--- src/rtl/bufferdomain_pkg.sv ---
// Shared constants and helpers for the LPC-to-system-clock word FIFO.
package bufferdomain_pkg;

  localparam int DROP_CNT_W   = 8;
  localparam int DROP_CNT_MAX = 255;

  // Pointer width including the wrap bit used to tell full from empty.
  function automatic int ptr_width(input int depth);
    return $clog2(depth) + 1;
  endfunction

endpackage

--- src/rtl/bufferdomain_fifo_strobe_sync.sv ---
// Synchroniser plus rising-edge detector for an asynchronous strobe.
// The chain resets to 1, so a strobe already high at reset release is not seen as an edge.
module strobe_sync #(
  parameter int SYNC_STAGES = 2
) (
  input  logic clock,
  input  logic reset,
  input  logic async_in,
  output logic rise_pulse
);

  logic [SYNC_STAGES-1:0] r_sync;
  logic                   r_edge_q;

  // Stage boundary: metastability chain, then one registered copy for edge detect.
  always_ff @(posedge clock or negedge reset) begin
    if (!reset) begin
      r_sync   <= '1;
      r_edge_q <= 1'b1;
    end else begin
      r_sync   <= {r_sync[SYNC_STAGES-2:0], async_in};
      r_edge_q <= r_sync[SYNC_STAGES-1];
    end
  end

  assign rise_pulse = r_sync[SYNC_STAGES-1] & ~r_edge_q;

endmodule

--- src/rtl/bufferdomain_fifo.sv ---
// Moves strobed LPC words into the system clock domain through a DEPTH-entry FIFO.
// Optional acceptance filter enabled with macro BUFFERDOMAIN_FILTER_EN.
module bufferdomain_fifo
  import bufferdomain_pkg::*;
#(
  parameter int AW          = 32,
  parameter int DEPTH       = 4,
  parameter int SYNC_STAGES = 2
`ifdef BUFFERDOMAIN_FILTER_EN
  ,
  parameter logic [AW-1:0] FILTER_MASK  = '0,
  parameter logic [AW-1:0] FILTER_MATCH = '0
`endif
) (
  input  logic                    clock,
  input  logic                    reset,
  input  logic [AW-1:0]           input_data,
  input  logic                    input_enable,
  output logic [AW-1:0]           output_data,
  output logic                    output_valid,
  input  logic                    output_ready,
  output logic [$clog2(DEPTH):0]  fill_level,
  output logic                    overflow,
  input  logic                    overflow_clear,
  output logic [DROP_CNT_W-1:0]   drop_count
);

  localparam int PW = ptr_width(DEPTH);
  localparam int IW = PW - 1;
  localparam logic [DROP_CNT_W-1:0] DROP_MAX_V = DROP_CNT_W'(DROP_CNT_MAX);

  function automatic logic [DROP_CNT_W-1:0] sat_inc(input logic [DROP_CNT_W-1:0] v);
    return (v == DROP_MAX_V) ? v : v + DROP_CNT_W'(1);
  endfunction

  logic [AW-1:0]         r_mem [DEPTH];
  logic [PW-1:0]         r_wr_ptr;
  logic [PW-1:0]         r_rd_ptr;
  logic [PW-1:0]         r_fill;
  logic                  r_overflow;
  logic [DROP_CNT_W-1:0] r_drop_cnt;

  logic          w_push_req;
  logic          w_accept;
  logic          w_push_cand;
  logic          w_empty;
  logic          w_full;
  logic          w_pop;
  logic          w_push;
  logic          w_drop;
  logic [PW-1:0] w_wr_nxt;
  logic [PW-1:0] w_rd_nxt;

  strobe_sync #(
    .SYNC_STAGES (SYNC_STAGES)
  ) u_strobe_sync (
    .clock      (clock),
    .reset      (reset),
    .async_in   (input_enable),
    .rise_pulse (w_push_req)
  );

`ifdef BUFFERDOMAIN_FILTER_EN
  assign w_accept = ((input_data & FILTER_MASK) == FILTER_MATCH);
`else
  assign w_accept = 1'b1;
`endif

  assign w_push_cand = w_push_req & w_accept;
  assign w_empty     = (r_wr_ptr == r_rd_ptr);
  assign w_full      = (r_wr_ptr[PW-1] != r_rd_ptr[PW-1]) &&
                       (r_wr_ptr[IW-1:0] == r_rd_ptr[IW-1:0]);
  assign w_pop       = ~w_empty & output_ready;
  // A pop in the same cycle frees the slot, so a push into a full FIFO still lands.
  assign w_push      = w_push_cand & (~w_full | w_pop);
  assign w_drop      = w_push_cand & w_full & ~w_pop;

  assign w_wr_nxt = w_push ? r_wr_ptr + PW'(1) : r_wr_ptr;
  assign w_rd_nxt = w_pop  ? r_rd_ptr + PW'(1) : r_rd_ptr;

  // Stage boundary: pointer and occupancy registers.
  always_ff @(posedge clock or negedge reset) begin
    if (!reset) begin
      r_wr_ptr <= '0;
      r_rd_ptr <= '0;
      r_fill   <= '0;
    end else begin
      r_wr_ptr <= w_wr_nxt;
      r_rd_ptr <= w_rd_nxt;
      r_fill   <= w_wr_nxt - w_rd_nxt;
    end
  end

  // Storage is data-only and deliberately left unreset.
  always_ff @(posedge clock) begin
    if (w_push) begin
      r_mem[r_wr_ptr[IW-1:0]] <= input_data;
    end
  end

  // Stage boundary: sticky overflow flag and saturating drop counter.
  always_ff @(posedge clock or negedge reset) begin
    if (!reset) begin
      r_overflow <= 1'b0;
      r_drop_cnt <= '0;
    end else if (w_drop) begin
      r_overflow <= 1'b1;
      r_drop_cnt <= overflow_clear ? DROP_CNT_W'(1) : sat_inc(r_drop_cnt);
    end else if (overflow_clear) begin
      r_overflow <= 1'b0;
      r_drop_cnt <= '0;
    end
  end

  assign output_data  = r_mem[r_rd_ptr[IW-1:0]];
  assign output_valid = ~w_empty;
  assign fill_level   = r_fill;
  assign overflow     = r_overflow;
  assign drop_count   = r_drop_cnt;

endmodule

--- config.mk ---
export PLATFORM = sky130hd
export DESIGN_NAME = bufferdomain_fifo
export DESIGN_NICKNAME = d
export VERILOG_FILES = /design/src/rtl/bufferdomain_pkg.sv /design/src/rtl/bufferdomain_fifo_strobe_sync.sv /design/src/rtl/bufferdomain_fifo.sv
export SDC_FILE = /design/constraint.sdc
export NUM_CORES = 1
export LEC_CHECK = 0
export ABC_AREA = 1
export CORE_MARGIN = 1.5
export CORE_UTILIZATION = 40
export DETAILED_ROUTE_END_ITERATION = 8
export HOLD_SLACK_MARGIN = 0.02
export PLACE_DENSITY = 0.71
export SETUP_SLACK_MARGIN = 0.3
export SYNTH_ARGS = -nofsm -noshare
export SYNTH_HDL_FRONTEND = slang
export SYNTH_HIERARCHICAL = 1
export SYNTH_SLANG_ARGS = --single-unit
--- constraint.sdc ---
create_clock -name clock -period 3.6 [get_ports clock]
set_clock_uncertainty 0.1 [all_clocks]
set_input_delay 0.9 -clock clock [delete_from_list [all_inputs] [get_ports clock]]
set_output_delay 0.9 -clock clock [all_outputs]
set_load 0.005 [all_outputs]
== After elaboration in Yosys (flattened, before gate mapping) ==
Memories as Yosys holds them, arrays and structs flattened.
Cells that the tools add are included.

* Add/subtract/negate cells: 4
* Equal/unequal tests: 5
* Muxes and demuxes: 10
* Bitwise logic cells: 10
* Reduce and logical (&&, ||, !) cells: 3

{| class="wikitable"
|+ Operator list
! kind !! number
|-
| $mux 8 || 4
|-
| $add 8x1->8 const B || 1
|-
| $eq 8x8->1 const B || 1
|-
| $add 3x1->3 const B || 2
|-
| $mux 3 || 2
|-
| $and 1x1->1 || 5
|-
| $mux 1 || 4
|-
| $not 1->1 || 4
|-
| $eq 3x3->1 || 1
|-
| $sub 3x3->3 || 1
|-
| $eq 2x2->1 || 1
|-
| $ne 2x2->1 const B || 1
|-
| $reduce_and 2->1 || 1
|-
| $reduce_bool 2->1 || 1
|-
| $logic_and 1x1->1 || 1
|-
| $ne 1x1->1 || 1
|-
| $or 1x1->1 || 1
|}

* Register bits after elaboration: 21
* RAM bits: 128
* Input port bits: 37
* Word-level logic and storage cells: 40
* Memories: 1

{| class="wikitable"
|+ Memory list
! memory !! depth !! width !! rd ports !! clocked after memory_dff !! write ports !! RTL line !! source
|-
| r_mem || 4 || 32 || 1 || 0 || 1 || bufferdomain_fifo.sv:36 || <nowiki>logic [AW-1:0] r_mem [DEPTH];</nowiki>
|}

== Longest topological paths before layout ==
* Word-level depth: 7
* Depth in mapped cells: 13
* Mapped depth without buffers: 13

== Cells and area by module ==
The synthesis kept the hierarchy.

{| class="wikitable"
|+ By module, submodules not included
! module !! instances !! cells an instance !! area each (um2) !! sequential area each (um2)
|-
| bufferdomain_fifo || 1 || 448 || 5804.3 || 4294.1
|-
| strobe_sync || 1 || 5 || 88.8 || 78.8
|}

== Worst setup path after synthesis ==
No wires, ideal clock.

* Kind: input to register
* Start point: input output_ready
* End point: memory r_mem[3][0], enable pin
* Library setup time: 421 ps
* Data arrival time: 2522 ps
* Required time: 3079 ps
* Setup slack: 557 ps
* Stages: 4
* Path buffers: 0
* Path through: nor2_1 -> nand2_1 -> nand2_4 -> nor2_1

* Cells in the longest elaborated chain, start to end: 5

{| class="wikitable"
|+ RTL lines
! item !! RTL line !! source
|-
| from (decl) || bufferdomain_fifo.sv:21 || <nowiki>input logic output_ready,</nowiki>
|-
| $and 1x1->1 || bufferdomain_fifo.sv:73 || <nowiki>assign w_pop = ~w_empty & output_ready;</nowiki>
|-
| $or 1x1->1 || bufferdomain_fifo.sv:75 || <nowiki>assign w_push = w_push_cand & (~w_full | w_pop);</nowiki>
|-
| $and 1x1->1 || bufferdomain_fifo.sv:75 ||
|-
| $mux 1 || bufferdomain_fifo.sv:96 || <nowiki>if (w_push) begin</nowiki>
|-
| $mux 1 (implied by the code) || bufferdomain_fifo.sv:97 || <nowiki>r_mem[r_wr_ptr[IW-1:0]] <= input_data;</nowiki>
|-
| to (decl) || bufferdomain_fifo.sv:36 ||
|}

No other way between the ends.

== Worst setup path in the final report ==
* Start point: register r_rd_ptr[0]
* End point: output output_data[5]

* Cells in the longest elaborated chain, start to end: 1

{| class="wikitable"
|+ RTL lines
! item !! RTL line !! source
|-
| from (decl) || bufferdomain_fifo.sv:38 || <nowiki>logic [PW-1:0] r_rd_ptr;</nowiki>
|-
| from (signal assigned) || bufferdomain_fifo.sv:89 || <nowiki>r_rd_ptr <= w_rd_nxt;</nowiki>
|-
| $mem_v2 4x32 || - ||
|-
| to (decl) || bufferdomain_fifo.sv:19 || <nowiki>output logic [AW-1:0] output_data,</nowiki>
|}

No other way between the ends.

==> impl_metrics.py <==
metrics = {
    "clocking": {
        "ctsHoldBuffers": 0,
        "clock_path_buffers": 2,
        "cts_num_sinks": 149,
        "cts_made_buffers": 17,
        "root_buffer": "clkbuf_16",
        "cts_tree": "yes",
        "htree_num_levels": 4,
        "insertion_delay_ns": 0.41,
        "path_clk_slew_ns": 0.06,
    },
    "die": {
        "row_count": 44,
        "core_mm2": 0.01448,
        "die_w_um": 124.4,
        "die_area_mm2": 0.01547,
        "die_y_um": 124.4,
        "start_util": 0.4070,
        "ios": 82,
    },
    "setup_path": {
        "reg2reg_from": "r_rd_ptr[0]$_DFF_PN0_",
        "worstRegToRegCells": 13,
        "crit-reg2reg-capture": "fill_level[2]$_DFF_PN0_",
        "worstPathRequired_ns": 2.60,
        "path_max_fanout": 28,
        "worstPathArrival_ns": 2.20,
        "cp-end-kind": "primary output",
        "crit_end": "output_data[5]",
        "rrSetupSlack_ns": 1.07,
        "start_kind": "flop",
        "worstSetupPathType": "reg -> out",
        "startpoint": "r_rd_ptr[0]$_DFF_PN0_",
    },
    "final_layout": {
        "num_antenna_cells": 0,
        "final-seq-area_mm2": 0.004374,
        "syn_to_final_growth_pct": 30.36,
        "multi_input_comb_area_mm2": 0.001365,
        "fin_nets": 592,
        "final.fill_count": 1167,
        "drive_gt1_frac": 0.1161,
        "final_area_mm2": 0.007682,
        "final_cells": 744,
    },
    "power": {
        "cellLeakagePower_nw": 2.725,
        "p_total_mw": 6.158,
        "max-vdd-ir-drop_mv": 0.4385,
        "p_per_area_mw_per_mm2": 801.6,
    },
    "global_route": {
        "grt_pass1_wl_um": 19790,
        "grt_max_degree": 39,
        "grt_usage": 0.1658,
        "first_global_vias": 3922,
        "antenna_found_initial": 0,
        "overflow": 0,
    },
    "synthesis": {
        "synth_cell_type_count": 29,
        "synth_seq_cells": 149,
        "syn_area_mm2": 0.005893,
        "syn_inst": 453,
        "yosysSeqAreaShare": 0.7420,
        "syn_avg_cell_area_um2": 13.01,
        "synthFlopType": "edfxtp_1",
        "synth_edf_count": 128,
        "async_flop_share": 0.1409,
        "ys_warn_count": 6,
        "synth_nets": 498,
    },
    "routing": {
        "drcViolationCount": 0,
        "wl_um": 12420,
        "vias": 3835,
        "drtIter0Drc": 198,
        "wire_per_inst_um": 16.70,
        "ant_nets": 0,
        "first_pass_iters": 4,
        "avgViaCountPerCell": 5.155,
    },
    "timing": {
        "finalSetupViolCount": 0,
        "finalCritPeriodShare": 0.8878,
        "setup_tns_ns": 0,
        "max_freq_ghz": 0.3129,
        "grt_setup_unrepaired": "false",
        "slew_headroom": 0.3677,
        "fin_crit_ns": 3.196,
        "finalMaxSlewViolations": 0,
        "hold_viol_final": 0,
        "hold_slack_ns": 0.2640,
        "max_slew.worst_pin.slew_ns": 0.9455,
    },
    "place": {
        "finalWeightedCongestion": 0.7818,
        "placed_cell_area_mm2": 0.007005,
        "io_buffers": 81,
        "dp_hpwl_um": 7519,
        "dp.cells": 707,
    },
    "status": {
        "outcome": "finished clean",
    },
    "min_path": {
        "worstHoldPathType": "reg -> reg",
    },
    "job": {
        "max_cap_violations": 0,
    },
}
==> power by group <==
| part | total [mW] | internal [mW] | switching (mW) | leakage (nW) |
|---|---|---|---|---|
| Sequential | 2.21 | 2.10 | 0.104 | 1.42 |
| Clock | 1.83 | 1.16 | 0.667 | 0.302 |
| Combinational | 2.12 | 0.985 | 1.13 | 0.999 |
==> repair_timing <==
item | CTS | global route
setup endpoints to repair | 11 | 9
resized for setup | 3 | 4
setup buffers | 0 | 5
==> metal layers <==
metal	vias up	wire, µm	GRT usage
met1	1883	5398	0.2075
met3	17	870	0.05713
met4	0	138	0.05206
met5	-	0	0
met2	114	6016	0.2718
li1	1821	-	-
==> cell type report <==
type | count | share of cell area
timing repair buffer | 95 | 0.1288
clock buffer | 20 | 0.05684
tap | 184 | 0.02997
multi-input combinational | 256 | 0.1777
clock inverter | 12 | 0.02296
inverter | 28 | 0.01433
sequential | 149 | 0.5694
==> flip-flops by register name, summed over array words and instances (netlist names) <==
| register | cells |
|---|---|
| r_wr_ptr | 3 |
| overflow | 1 |
| drop_count | 8 |
| r_mem | 128 |
| r_rd_ptr | 3 |
| fill_level | 3 |
| u_strobe_sync/r_sync | 2 |
| u_strobe_sync/r_edge_q | 1 |
==> cells in the mapped netlist (all sizes together), types with 4 or more instances <==
cell	n	area, µm²
a21oi	5	25.02
clkbuf	18	67.56
dfrtp	18	450.4
edfxtp	128	3844
ha	7	87.58
inv	28	107.6
nand2	41	198.9
nand3	12	65.06
nor2	74	287.8
o21ai	72	360.3
o22ai	32	200.2
xor2	4	35.03
==> layout by cell type (no fill, tap or decap), types with 2 or more instances in the layout <==
cell,n
a21oi_1,5
buf_12,5
buf_4,6
buf_6,3
bufinv_16,4
clkbuf_1,3
clkbuf_16,17
clkdlybuf4s50_1,81
clkinv_2,3
dfrtp_1,17
dfstp_2,3
edfxtp_1,128
ha_1,7
inv_1,24
inv_2,2
inv_4,2
inv_6,2
nand2_1,33
nand2_2,3
nand2_4,5
nand3_1,11
nand4_1,3
nor2_1,68
nor2_4,5
o21ai_0,70
o21ai_1,2
o22ai_1,32
xor2_1,4
==> critical path, stage by stage (launching register included) <==
cell and delay, ns:
dfrtp_2 0.52, inv_2 0.13, buf_6 0.23, o21ai_0 0.12, o22ai_1 0.23, clkdlybuf4s50_1 0.55
==> metrics by stage <==
step	worst slack [ns]	utilization
after global placement	0.7104	0.4838
after detailed placement	0.6456	0.4838
after floorplan	0.5569	-
after CTS	0.3287	0.5269
final	0.4039	0.5306
after global routing	0.3013	0.5306
==> worst min path at each step <==
stage	startpoint	end	slack, ns	cells past startpoint
2_1_floorplan	u_strobe_sync/r_sync[0]$_DFF_PN1_	u_strobe_sync/r_sync[1]$_DFF_PN1_	0.25	0
3_3_place_gp	u_strobe_sync/r_sync[0]$_DFF_PN1_	u_strobe_sync/r_sync[1]$_DFF_PN1_	0.25	0
3_5_place_dp	u_strobe_sync/r_sync[1]$_DFF_PN1_	u_strobe_sync/r_edge_q$_DFF_PN1_	0.26	0
4_1_cts	u_strobe_sync/r_sync[1]$_DFF_PN1_	u_strobe_sync/r_edge_q$_DFF_PN1_	0.27	0
5_1_grt	u_strobe_sync/r_sync[1]$_DFF_PN1_	u_strobe_sync/r_edge_q$_DFF_PN1_	0.27	0
6_report	u_strobe_sync/r_sync[1]$_DFF_PN1_	u_strobe_sync/r_edge_q$_DFF_PN1_	0.26	0
==> kinds of logic (layout without fill, tap and decap cells) <==
| family | after synthesis | after routing | share of synthesized area |
|---|---|---|---|
| flops | 149 | 149 | 0.7420 |
| simple gates | 133 | 133 | 0.1002 |
| compound gates | 110 | 110 | 0.1006 |
| buf+inv | 48 | 155 | 0.03142 |
| fa+ha+maj | 8 | 8 | 0.01826 |
| xor+xnor | 5 | 5 | 0.007431 |
No activity file was read; power rests on OpenSTA's default activity.
